<file path="src/rtl/muldiv_unit.sv">
// Iterative 32-bit multiply/divide unit with HI/LO result registers.
// One shift-add or restoring shift-subtract step per clock, then a sign-fix cycle.
module muldiv_unit (
  input  logic        CLK,
  input  logic        RST,
  input  logic        start,
  input  logic [1:0]  op,
  input  logic [31:0] src_a,
  input  logic [31:0] src_b,
  input  logic        mthi,
  input  logic        mtlo,
  output logic [31:0] hi,
  output logic [31:0] lo,
  output logic        busy,
  output logic        done
);

  typedef enum logic [1:0] {
    S_IDLE = 2'd0,
    S_CALC = 2'd1,
    S_FIX  = 2'd2
  } state_e;

  state_e      state_q, state_d;
  logic [1:0]  op_q, op_d;
  logic [31:0] mag_a_q, mag_a_d;
  logic [31:0] mag_b_q, mag_b_d;
  logic        sign_a_q, sign_a_d;
  logic        sign_b_q, sign_b_d;
  logic [5:0]  cnt_q, cnt_d;
  logic [63:0] acc_q, acc_d;
  logic [31:0] hi_q, hi_d;
  logic [31:0] lo_q, lo_d;
  logic        done_q, done_d;

  logic        in_sign_a_s, in_sign_b_s;
  logic [31:0] in_mag_a_s, in_mag_b_s;
  logic [32:0] mul_sum_s;
  logic [63:0] mul_step_s;
  logic [32:0] div_rem_sh_s;
  logic [32:0] div_diff_s;
  logic [63:0] div_step_s;
  logic [63:0] prod_fix_s;
  logic [31:0] quot_fix_s;
  logic [31:0] rem_fix_s;
  logic [31:0] a_orig_s;
  logic [31:0] fix_hi_s;
  logic [31:0] fix_lo_s;

  function automatic logic [31:0] cond_neg32(input logic [31:0] v, input logic neg);
    return neg ? (32'd0 - v) : v;
  endfunction

  function automatic logic [63:0] cond_neg64(input logic [63:0] v, input logic neg);
    return neg ? (64'd0 - v) : v;
  endfunction

  // Operand sign/magnitude split at the start edge; unsigned ops never carry a sign.
  always_comb begin
    in_sign_a_s = ~op[0] & src_a[31];
    in_sign_b_s = ~op[0] & src_b[31];
    in_mag_a_s  = cond_neg32(src_a, in_sign_a_s);
    in_mag_b_s  = cond_neg32(src_b, in_sign_b_s);
  end

  // One multiply step (acc = partial product : remaining multiplier) and one divide
  // step (acc = remainder : unconsumed dividend / quotient bits).
  always_comb begin
    mul_sum_s    = {1'b0, acc_q[63:32]} + (acc_q[0] ? {1'b0, mag_a_q} : 33'd0);
    mul_step_s   = {mul_sum_s, acc_q[31:1]};
    div_rem_sh_s = {acc_q[63:32], acc_q[31]};
    div_diff_s   = div_rem_sh_s - {1'b0, mag_b_q};
    if (!div_diff_s[32]) begin
      div_step_s = {div_diff_s[31:0], acc_q[30:0], 1'b1};
    end else begin
      div_step_s = {div_rem_sh_s[31:0], acc_q[30:0], 1'b0};
    end
  end

  // Final sign correction and HI/LO selection, including the divide-by-zero result.
  always_comb begin
    prod_fix_s = cond_neg64(acc_q, sign_a_q ^ sign_b_q);
    quot_fix_s = cond_neg32(acc_q[31:0], sign_a_q ^ sign_b_q);
    rem_fix_s  = cond_neg32(acc_q[63:32], sign_a_q);
    a_orig_s   = cond_neg32(mag_a_q, sign_a_q);
    if (!op_q[1]) begin
      fix_hi_s = prod_fix_s[63:32];
      fix_lo_s = prod_fix_s[31:0];
    end else if (mag_b_q == 32'd0) begin
      fix_hi_s = a_orig_s;
      fix_lo_s = 32'hFFFF_FFFF;
    end else begin
      fix_hi_s = rem_fix_s;
      fix_lo_s = quot_fix_s;
    end
  end

  // Next-state and register-update logic for the IDLE/CALC/FIX sequence.
  always_comb begin
    state_d  = state_q;
    op_d     = op_q;
    mag_a_d  = mag_a_q;
    mag_b_d  = mag_b_q;
    sign_a_d = sign_a_q;
    sign_b_d = sign_b_q;
    cnt_d    = cnt_q;
    acc_d    = acc_q;
    hi_d     = hi_q;
    lo_d     = lo_q;
    done_d   = 1'b0;
    case (state_q)
      S_IDLE: begin
        if (start) begin
          op_d     = op;
          mag_a_d  = in_mag_a_s;
          mag_b_d  = in_mag_b_s;
          sign_a_d = in_sign_a_s;
          sign_b_d = in_sign_b_s;
          cnt_d    = 6'd0;
          acc_d    = op[1] ? {32'd0, in_mag_a_s} : {32'd0, in_mag_b_s};
          state_d  = S_CALC;
        end else begin
          hi_d = mthi ? src_a : hi_q;
          lo_d = mtlo ? src_a : lo_q;
        end
      end
      S_CALC: begin
        acc_d = op_q[1] ? div_step_s : mul_step_s;
        cnt_d = cnt_q + 6'd1;
        if (cnt_q == 6'd31) begin
          state_d = S_FIX;
        end else begin
          state_d = S_CALC;
        end
      end
      S_FIX: begin
        hi_d    = fix_hi_s;
        lo_d    = fix_lo_s;
        done_d  = 1'b1;
        state_d = S_IDLE;
      end
      default: begin
        state_d = S_IDLE;
      end
    endcase
  end

  // State and datapath registers; reset aborts any operation without touching HI/LO later.
  always_ff @(posedge CLK or posedge RST) begin
    if (RST) begin
      state_q  <= S_IDLE;
      op_q     <= 2'd0;
      mag_a_q  <= 32'd0;
      mag_b_q  <= 32'd0;
      sign_a_q <= 1'b0;
      sign_b_q <= 1'b0;
      cnt_q    <= 6'd0;
      acc_q    <= 64'd0;
      hi_q     <= 32'd0;
      lo_q     <= 32'd0;
      done_q   <= 1'b0;
    end else begin
      state_q  <= state_d;
      op_q     <= op_d;
      mag_a_q  <= mag_a_d;
      mag_b_q  <= mag_b_d;
      sign_a_q <= sign_a_d;
      sign_b_q <= sign_b_d;
      cnt_q    <= cnt_d;
      acc_q    <= acc_d;
      hi_q     <= hi_d;
      lo_q     <= lo_d;
      done_q   <= done_d;
    end
  end

  assign hi   = hi_q;
  assign lo   = lo_q;
  assign done = done_q;
  assign busy = (state_q != S_IDLE);

endmodule

</file>
<file path="config.mk">
export PLATFORM = sky130hd
export DESIGN_NAME = muldiv_unit
export DESIGN_NICKNAME = d
export VERILOG_FILES = /design/src/rtl/muldiv_unit.sv
export SDC_FILE = /design/constraint.sdc
export NUM_CORES = 1
export LEC_CHECK = 0
export BUFFER_PORTS_ARGS = -buffer_cell sky130_fd_sc_hd__buf_2
export CAP_MARGIN = 20
export CELL_PAD_IN_SITES_DETAIL_PLACEMENT = 1
export CELL_PAD_IN_SITES_GLOBAL_PLACEMENT = 1
export CORE_MARGIN = 1
export CORE_UTILIZATION = 45
export DETAILED_ROUTE_END_ITERATION = 8
export PLACE_DENSITY = 0.81
export SLEW_MARGIN = 20
export SYNTH_ARGS = -nofsm -noshare
export SYNTH_HDL_FRONTEND = slang
export SYNTH_SLANG_ARGS = --single-unit
</file>
<file path="constraint.sdc">
create_clock -name CLK -period 13.1 [get_ports CLK]
set_clock_uncertainty 0.2 [all_clocks]
set_input_delay 3.93 -clock CLK [delete_from_list [all_inputs] [get_ports CLK]]
set_output_delay 3.93 -clock CLK [all_outputs]
set_load 0.01 [all_outputs]
</file>
# Word-level counts from Yosys, hierarchy flattened

Cells that the tools add are included.

Add/subtract/negate cells: 9
$mul: 0
Div/mod/pow operators: 0
Magnitude comparators: 0
Equal/unequal tests: 7
Shift operators: 0
Multiplexer cells: 28
Bitwise operators: 4
Reductions and logical operators: 9

Operator list:

| operator                                                            | count |
|---|---|
| 32-bit two-way mux                                                  | 15 |
| 64-bit two-way mux                                                  | 4 |
| 1-bit by 32-bit subtractor with 32-bit output, first input constant | 5 |
| 32-bit case mux with 2 select lines                                 | 2 |
| 64-bit case mux with 2 select lines                                 | 1 |
| 1-bit by 64-bit subtractor with 64-bit output, first input constant | 1 |
| 32-bit by 32-bit adder with 33-bit output                           | 1 |
| 33-bit by 32-bit subtractor with 33-bit output                      | 1 |
| 32-bit logical NOT                                                  | 1 |
| 6-bit case mux with 2 select lines                                  | 1 |
| 2-bit inequality test, second input constant                        | 4 |
| 6-bit by 1-bit adder with 6-bit output, second input constant       | 1 |
| 6-bit by 5-bit == test with 1-bit output, second input constant     | 1 |
| 6-bit two-way mux                                                   | 1 |
| 3-bit AND reduction                                                 | 2 |
| 2-bit nonzero test                                                  | 3 |
| 2-bit two-way mux                                                   | 2 |
| 2-bit case mux with 2 select lines                                  | 1 |
| 2-bit AND reduction                                                 | 2 |
| 1-bit AND                                                           | 2 |
| 2-bit by 1-bit == test with 1-bit output, second input constant     | 1 |
| 2-bit == test, second input constant                                | 1 |
| 2-bit logical NOT                                                   | 1 |
| 1-bit two-way mux                                                   | 1 |
| other kinds (2)                                                     | 2 |

Flip-flop bits (word level): 205
Bits in latches: 0
Bits in writable memories: 0
Bits in read-only memories: 0
Input bits: 71
Output and inout bits: 66
Logic and storage cells: 68
Memories kept: 0

# Longest topological paths before layout

Depth after elaboration: 6
Mapped depth: 18
Gate-level depth less buffers: 16

# Worst setup path before layout

OpenSTA, ideal clock, no wires.

Path type: input to register
Start point: input port src_a[2]
End point: register acc_q[29]
Setup time: 0.136 ns
Arrival time: 6.213 ns
Required time: 12.764 ns
Path slack: 6.551 ns
Cell stages on the path: 11
Cells stage by stage: clkbuf_1 > nor4_1 > nor4b_2 > and2_1 > nand2_1 > or4_1 > o31ai_1 > xor2_1 > a211oi_1 > a211oi_1 > a21oi_1

Cells in the longest elaborated chain, start to end: 5

Ends and longest elaborated chain:

| what                                          | line | text |
|---|---|---|
| start, declared                               | 8    | `input logic [31:0] src_a,` |
| 1-bit by 32-bit subtractor with 32-bit output | 51   | `return neg ? (32'd0 - v) : v;` |
| 32-bit two-way mux                            | 51   |  |
| 32-bit two-way mux                            | 120  | `acc_d = op[1] ? {32'd0, in_mag_a_s} : {32'd0, in_mag_b_s};` |
| 64-bit two-way mux                            | 113  | `if (start) begin` |
| 64-bit case mux with 2 select lines           | 111  | `case (state_q)` |
| end signal, assigned                          | 158  | `acc_q <= 64'd0;` |
| end signal, assigned                          | 170  | `acc_q <= acc_d;` |
| end, declared                                 | 31   | `logic [63:0] acc_q, acc_d;` |

No other way between the ends. The select of a mux whose other input is x is not followed.
A chain may end at the register's enable or synchronous reset.

# Worst setup path in the final report

Start point: input port src_b[3]
End point: register acc_q[29]

Cells in the longest elaborated chain, start to end: 5

Ends and longest elaborated chain:

| what                                          | line | text |
|---|---|---|
| start, declared                               | 9    | `input logic [31:0] src_b,` |
| 1-bit by 32-bit subtractor with 32-bit output | 51   |  |
| 32-bit two-way mux                            | 51   |  |
| 32-bit two-way mux                            | 120  |  |
| 64-bit two-way mux                            | 113  |  |
| 64-bit case mux with 2 select lines           | 111  |  |

No other way between the ends. The select of a mux whose other input is x is not followed.

==> Implementation_results.wiki <==
{| class="wikitable"
! Metric !! Value
|-
| Worst setup slack before clock tree synthesis || 5576 ps
|-
| Clk root buf || sky130_fd_sc_hd__clkbuf_16
|-
| Initial standard-cell utilization of the core || 0.4568
|-
| Avg Synthesized Cell Area || ~8 µm²
|-
| Net switching power figure || 2382 µW
|-
| Classification of the worst-slack hold path || register to register
|-
| Top-area cell type share of the netlist area || 0.2967
|-
| Reg2reg end || acc_q[60]
|-
| Vert. Die Dim || 197.5 µm
|-
| Number of gates on the worst path with buffers counted || 12
|-
| Routed WL || 67900 µm
|-
| Cell Pwr Density || 253.1 mW/mm²
|-
| Ratio of final minimum period to clock period || 0.5489
|-
| Final-layout setup total negative slack || 0 ps
|-
| Number of buffers created by CTS || 26
|-
| Later-pin clock latency in the skew report || 560 ps
|-
| Via count of the first global-routing pass || 17790
|-
| Slowest cell on crit path || sky130_fd_sc_hd__nor4b_2
|-
| Origin of the critical flop-to-flop path || acc_q[0]
|-
| Overall die area || 0.03902 mm²
|-
| Routability cong. || 0.9505
|-
| Syn nets || 2325
|-
| All-Layer GR Usage || 0.3467
|-
| Setup fix buffers added after clock tree synthesis || 0
|-
| Proportion of synthesized flip-flops having asynchronous set or reset || 1.000
|-
| Number of sinks handled by clock tree synthesis || 204
|-
| Cell area after synthesis || 0.01721 mm²
|-
| Via count normalized by instance count || 6.423
|-
| Count of cells along the worst register-to-register path || 15
|-
| Number of slew-limit violations in the final report || 0
|-
| Kind of start point of the critical path || primary input
|-
| Grt ovf || 0
|-
| First-pass GRT wire length || approximately 100000 µm
|-
| Final critical delay including setup and external delays || 7191 ps
|-
| Initial antenna violation count || 0
|-
| Number of routed nets with antenna violations || 0
|-
| Critical path fanouts, max || 6
|-
| Count of filler cells inserted in the layout || between 4000 and 5000
|-
| DRC violation total after the first TritonRoute iteration || approximately 1500
|-
| Total DRC errors in the routed layout || 0
|-
| Leakage power figure || 0.008103 µW
|-
| Setup Crit Path Kind || primary input to register
|-
| Post-synthesis to final-layout area growth || 10.93%
|-
| Setup repair after global routing missed its margin || no
|-
| Net switching share of the total power || 0.4932
|-
| EDFF count, synth || 0
|-
| Total number of yosys warnings || 0
|-
| Clock-pin transition on the worst setup and hold timing paths || 60 ps
|-
| Final setup violation count || 0
|-
| Most common library cell in the layout ignoring fill and taps || sky130_fd_sc_hd__nand2_1
|-
| Number of buffer cells added on primary ports || 136
|-
| Biggest area contributors in the synthesized netlist || sky130_fd_sc_hd__dfrtp_1 30%, sky130_fd_sc_hd__o21ai_0 6.5%, sky130_fd_sc_hd__xor2_1 5.8%, sky130_fd_sc_hd__xnor2_1 5.6%, sky130_fd_sc_hd__nand2_1 5.6%
|-
| Sequential cell area in the final layout || slightly above 0.005 mm²
|-
| Sum of net half-perimeters after detailed placement || 50130 µm
|-
| Post-CTS Resized || 0
|-
| Antenna Cells || 0
|-
| Arrival time worst endpoint || 7470 ps
|-
| Final Total Pwr || 4830 µW
|-
| F_max || about 140 MHz
|-
| Buf+Inv Stages, Crit Path || 1
|-
| Post-layout worst setup margin || 5909 ps
|-
| Number of cell rows || 71
|-
| Transition time at the pin with the least slew margin || around 1100 ps
|-
| Seq/Total Area, Yosys || 0.2967
|-
| Internal power summed over all cells || approximately 2400 µW
|-
| # nets final || between 2000 and 2500
|-
| Syn Inst Count || around 2200
|-
| Beginning of the critical path || src_b[3]
|-
| Endpoint of the most critical setup path || acc_q[29]
|-
| Tightest slew margin relative to the limit || 0.2188
|-
| First-pass DRT Iterations || 5
|-
| Total of max-cap violations || 0
|-
| TritonCTS clock tree || built
|-
| Clock Power Share || 0.156
|-
| Max stage delay on crit path || 790 ps
|-
| Worst setup EP type || register
|-
| Synthesis-stage register bit count || 204
|-
| Cells along the critical path || buf_2 > or3_1 > nor3_1 > nand2b_1 > nor3_1 > nor4b_2 > a21oi_1 > xor2_1 > nor2_1 > a211oi_1 > a211oi_1 > a21oi_1
|-
| Number of primary I/O pins || 137
|-
| Final Hold Vio Count || 0
|-
| Maximum buffer depth of the clock tree || 3
|-
| Data required time at the worst endpoint || 13370 ps
|-
| Leading register cell type out of synthesis || sky130_fd_sc_hd__dfrtp_1
|-
| Via count of the routed design || 17660
|-
| Total area of multi-input combinational cells || approximately 0.011 mm²
|-
| Average detailed-routed wire length per instance || between 20 and 25 µm
|-
| Maximum level of the CTS H-tree || 1
|-
| Number of hold buffers added after cts || 0
|-
| Gate family responsible for the most delay along the worst path || simple AND/OR/NAND/NOR gates
|-
| Run status || finished clean
|-
| Post-synthesis cell type count || 80
|-
| Share of the core filled with cells || 0.5067
|-
| Yosys top cell by area || sky130_fd_sc_hd__dfrtp_1
|-
| Pin count of the biggest net entering global routing || around 140
|-
| Ratio of cells with drive above 1 in the final layout || 0.1126
|-
| Comb pwr share || 0.575
|-
| Setup slack on the worst flop-to-flop path || 8240 ps
|-
| Maximum VDD drop || 0.0001525 V
|-
| Flop pwr share || 0.269
|-
| Most frequent cells in the layout || 254 x sky130_fd_sc_hd__nand2_1, 225 x sky130_fd_sc_hd__o21ai_0, 202 x sky130_fd_sc_hd__dfrtp_1, 169 x sky130_fd_sc_hd__a21oi_1, 146 x sky130_fd_sc_hd__nor2_1
|-
| Die span in x || 197.5 µm
|-
| Area of the core || 0.03767 mm²
|}
[area by class of cell]
class	instances	share of cell area
repair buffers	162	0.04641
well taps	511	0.03350
multi-input cells	1751	0.5907
inverters	74	0.01521
clock inverters	11	0.006162
clock buffers	36	0.04031
flip-flops and latches	204	0.2677
[how the worst min path moves through the flow]
| stage | depth (start not counted) | to | from |
|---|---|---|---|
| global placement | 1 | cnt_q[5] | cnt_q[5] |
| CTS | 1 | cnt_q[5] | cnt_q[5] |
| global route | 1 | cnt_q[5] | cnt_q[5] |
| finish | 1 | cnt_q[5] | cnt_q[5] |
| floorplan | 1 | cnt_q[5] | cnt_q[5] |
| detailed placement | 2 | lo[10] | lo[10] |
[sequential cells by signal, summed over array words and instances (netlist names)]
| signal | flops |
|---|---|
| acc_q | 64 |
| cnt_q | 6 |
| done | 1 |
| hi | 32 |
| lo | 32 |
| mag_a_q | 32 |
| mag_b_q | 32 |
| op_q | 1 |
| sign_a_q | 1 |
| sign_b_q | 1 |
| state_q | 2 |
[metrics by stage]
step                std cells  hold WS [ps]  cell area [µm²]
finish                   2749         274.2            19090
global route             2749         304.4            19090
CTS                      2748         276.7            19060
detailed placement       2701         266.5            18170
global placement         2700         255.9            18170
floorplan                2182         236.2            17210
[layer usage]
| metal | vias up | part of all wire | GRT usage |
|---|---|---|---|
| li1 | 7898 | - | - |
| met1 | 8905 | 0.41 | 0.4549 |
| met2 | 665 | 0.47 | 0.5623 |
| met3 | 189 | 0.061 | 0.03824 |
| met4 | 0 | 0.058 | 0.1803 |
| met5 | - | 0 | 0 |
[Yosys cell counts, types with 4 or more instances]
| library cell | n |
|---|---|
| sky130_fd_sc_hd__or4_1 | 10 |
| sky130_fd_sc_hd__or3_1 | 29 |
| sky130_fd_sc_hd__nor2b_1 | 23 |
| sky130_fd_sc_hd__inv_1 | 72 |
| sky130_fd_sc_hd__a221o_1 | 8 |
| sky130_fd_sc_hd__or2_2 | 8 |
| sky130_fd_sc_hd__clkbuf_1 | 120 |
| sky130_fd_sc_hd__mux2i_1 | 54 |
| sky130_fd_sc_hd__or4_4 | 4 |
| sky130_fd_sc_hd__nand4_1 | 8 |
| sky130_fd_sc_hd__o22ai_1 | 41 |
| sky130_fd_sc_hd__o41ai_1 | 9 |
| sky130_fd_sc_hd__buf_2 | 13 |
| sky130_fd_sc_hd__o21ai_0 | 225 |
| sky130_fd_sc_hd__a21o_1 | 26 |
| sky130_fd_sc_hd__a31oi_1 | 23 |
| sky130_fd_sc_hd__nor4_1 | 21 |
| sky130_fd_sc_hd__o21bai_1 | 8 |
| sky130_fd_sc_hd__a21boi_0 | 5 |
| sky130_fd_sc_hd__o211ai_1 | 30 |
| sky130_fd_sc_hd__buf_1 | 16 |
| sky130_fd_sc_hd__nand2_1 | 255 |
| sky130_fd_sc_hd__a211oi_1 | 73 |
| sky130_fd_sc_hd__and3_1 | 8 |
| sky130_fd_sc_hd__ha_1 | 70 |
| sky130_fd_sc_hd__and4_1 | 5 |
| sky130_fd_sc_hd__xnor2_1 | 110 |
| sky130_fd_sc_hd__a2111oi_0 | 5 |
| sky130_fd_sc_hd__nor2_1 | 149 |
| sky130_fd_sc_hd__a22oi_1 | 22 |
| sky130_fd_sc_hd__o221ai_1 | 4 |
| sky130_fd_sc_hd__nor3_1 | 44 |
| sky130_fd_sc_hd__and2_1 | 42 |
| sky130_fd_sc_hd__nand3_1 | 19 |
| sky130_fd_sc_hd__xor2_1 | 113 |
| sky130_fd_sc_hd__a21oi_1 | 169 |
| sky130_fd_sc_hd__dfrtp_1 | 204 |
| sky130_fd_sc_hd__a221oi_1 | 7 |
| sky130_fd_sc_hd__nand2b_1 | 33 |
| sky130_fd_sc_hd__o21a_1 | 11 |
| sky130_fd_sc_hd__o31ai_1 | 20 |
[logic make-up (layout without fill, tap and decap cells)]
family,Yosys count,after routing,share of synthesized area
AOI/OAI and AO/OA,723,723,0.2605
adders and majority gates,72,72,0.05323
xor gates and xnor gates,223,223,0.1135
muxes,57,57,0.03403
and+or+nand+nor,676,676,0.1906
buffers and inverters,227,283,0.05148
DFF,204,204,0.2967
[power by group through the flow]
| stage | Clock (µW) | Sequential, µW | Combinational (µW) |
|---|---|---|---|
| 3_5_place_dp | 0 | 1290 | 2720 |
| 6_report | 754 | 1300 | 2780 |
| 3_3_place_gp | 0 | 1280 | 2610 |
| 5_1_grt | 785 | 1320 | 3050 |
| 2_1_floorplan | 0 | 1060 | 2110 |
| 4_1_cts | 762 | 1290 | 2750 |
Note: power is estimated with default switching activity, not from simulation.
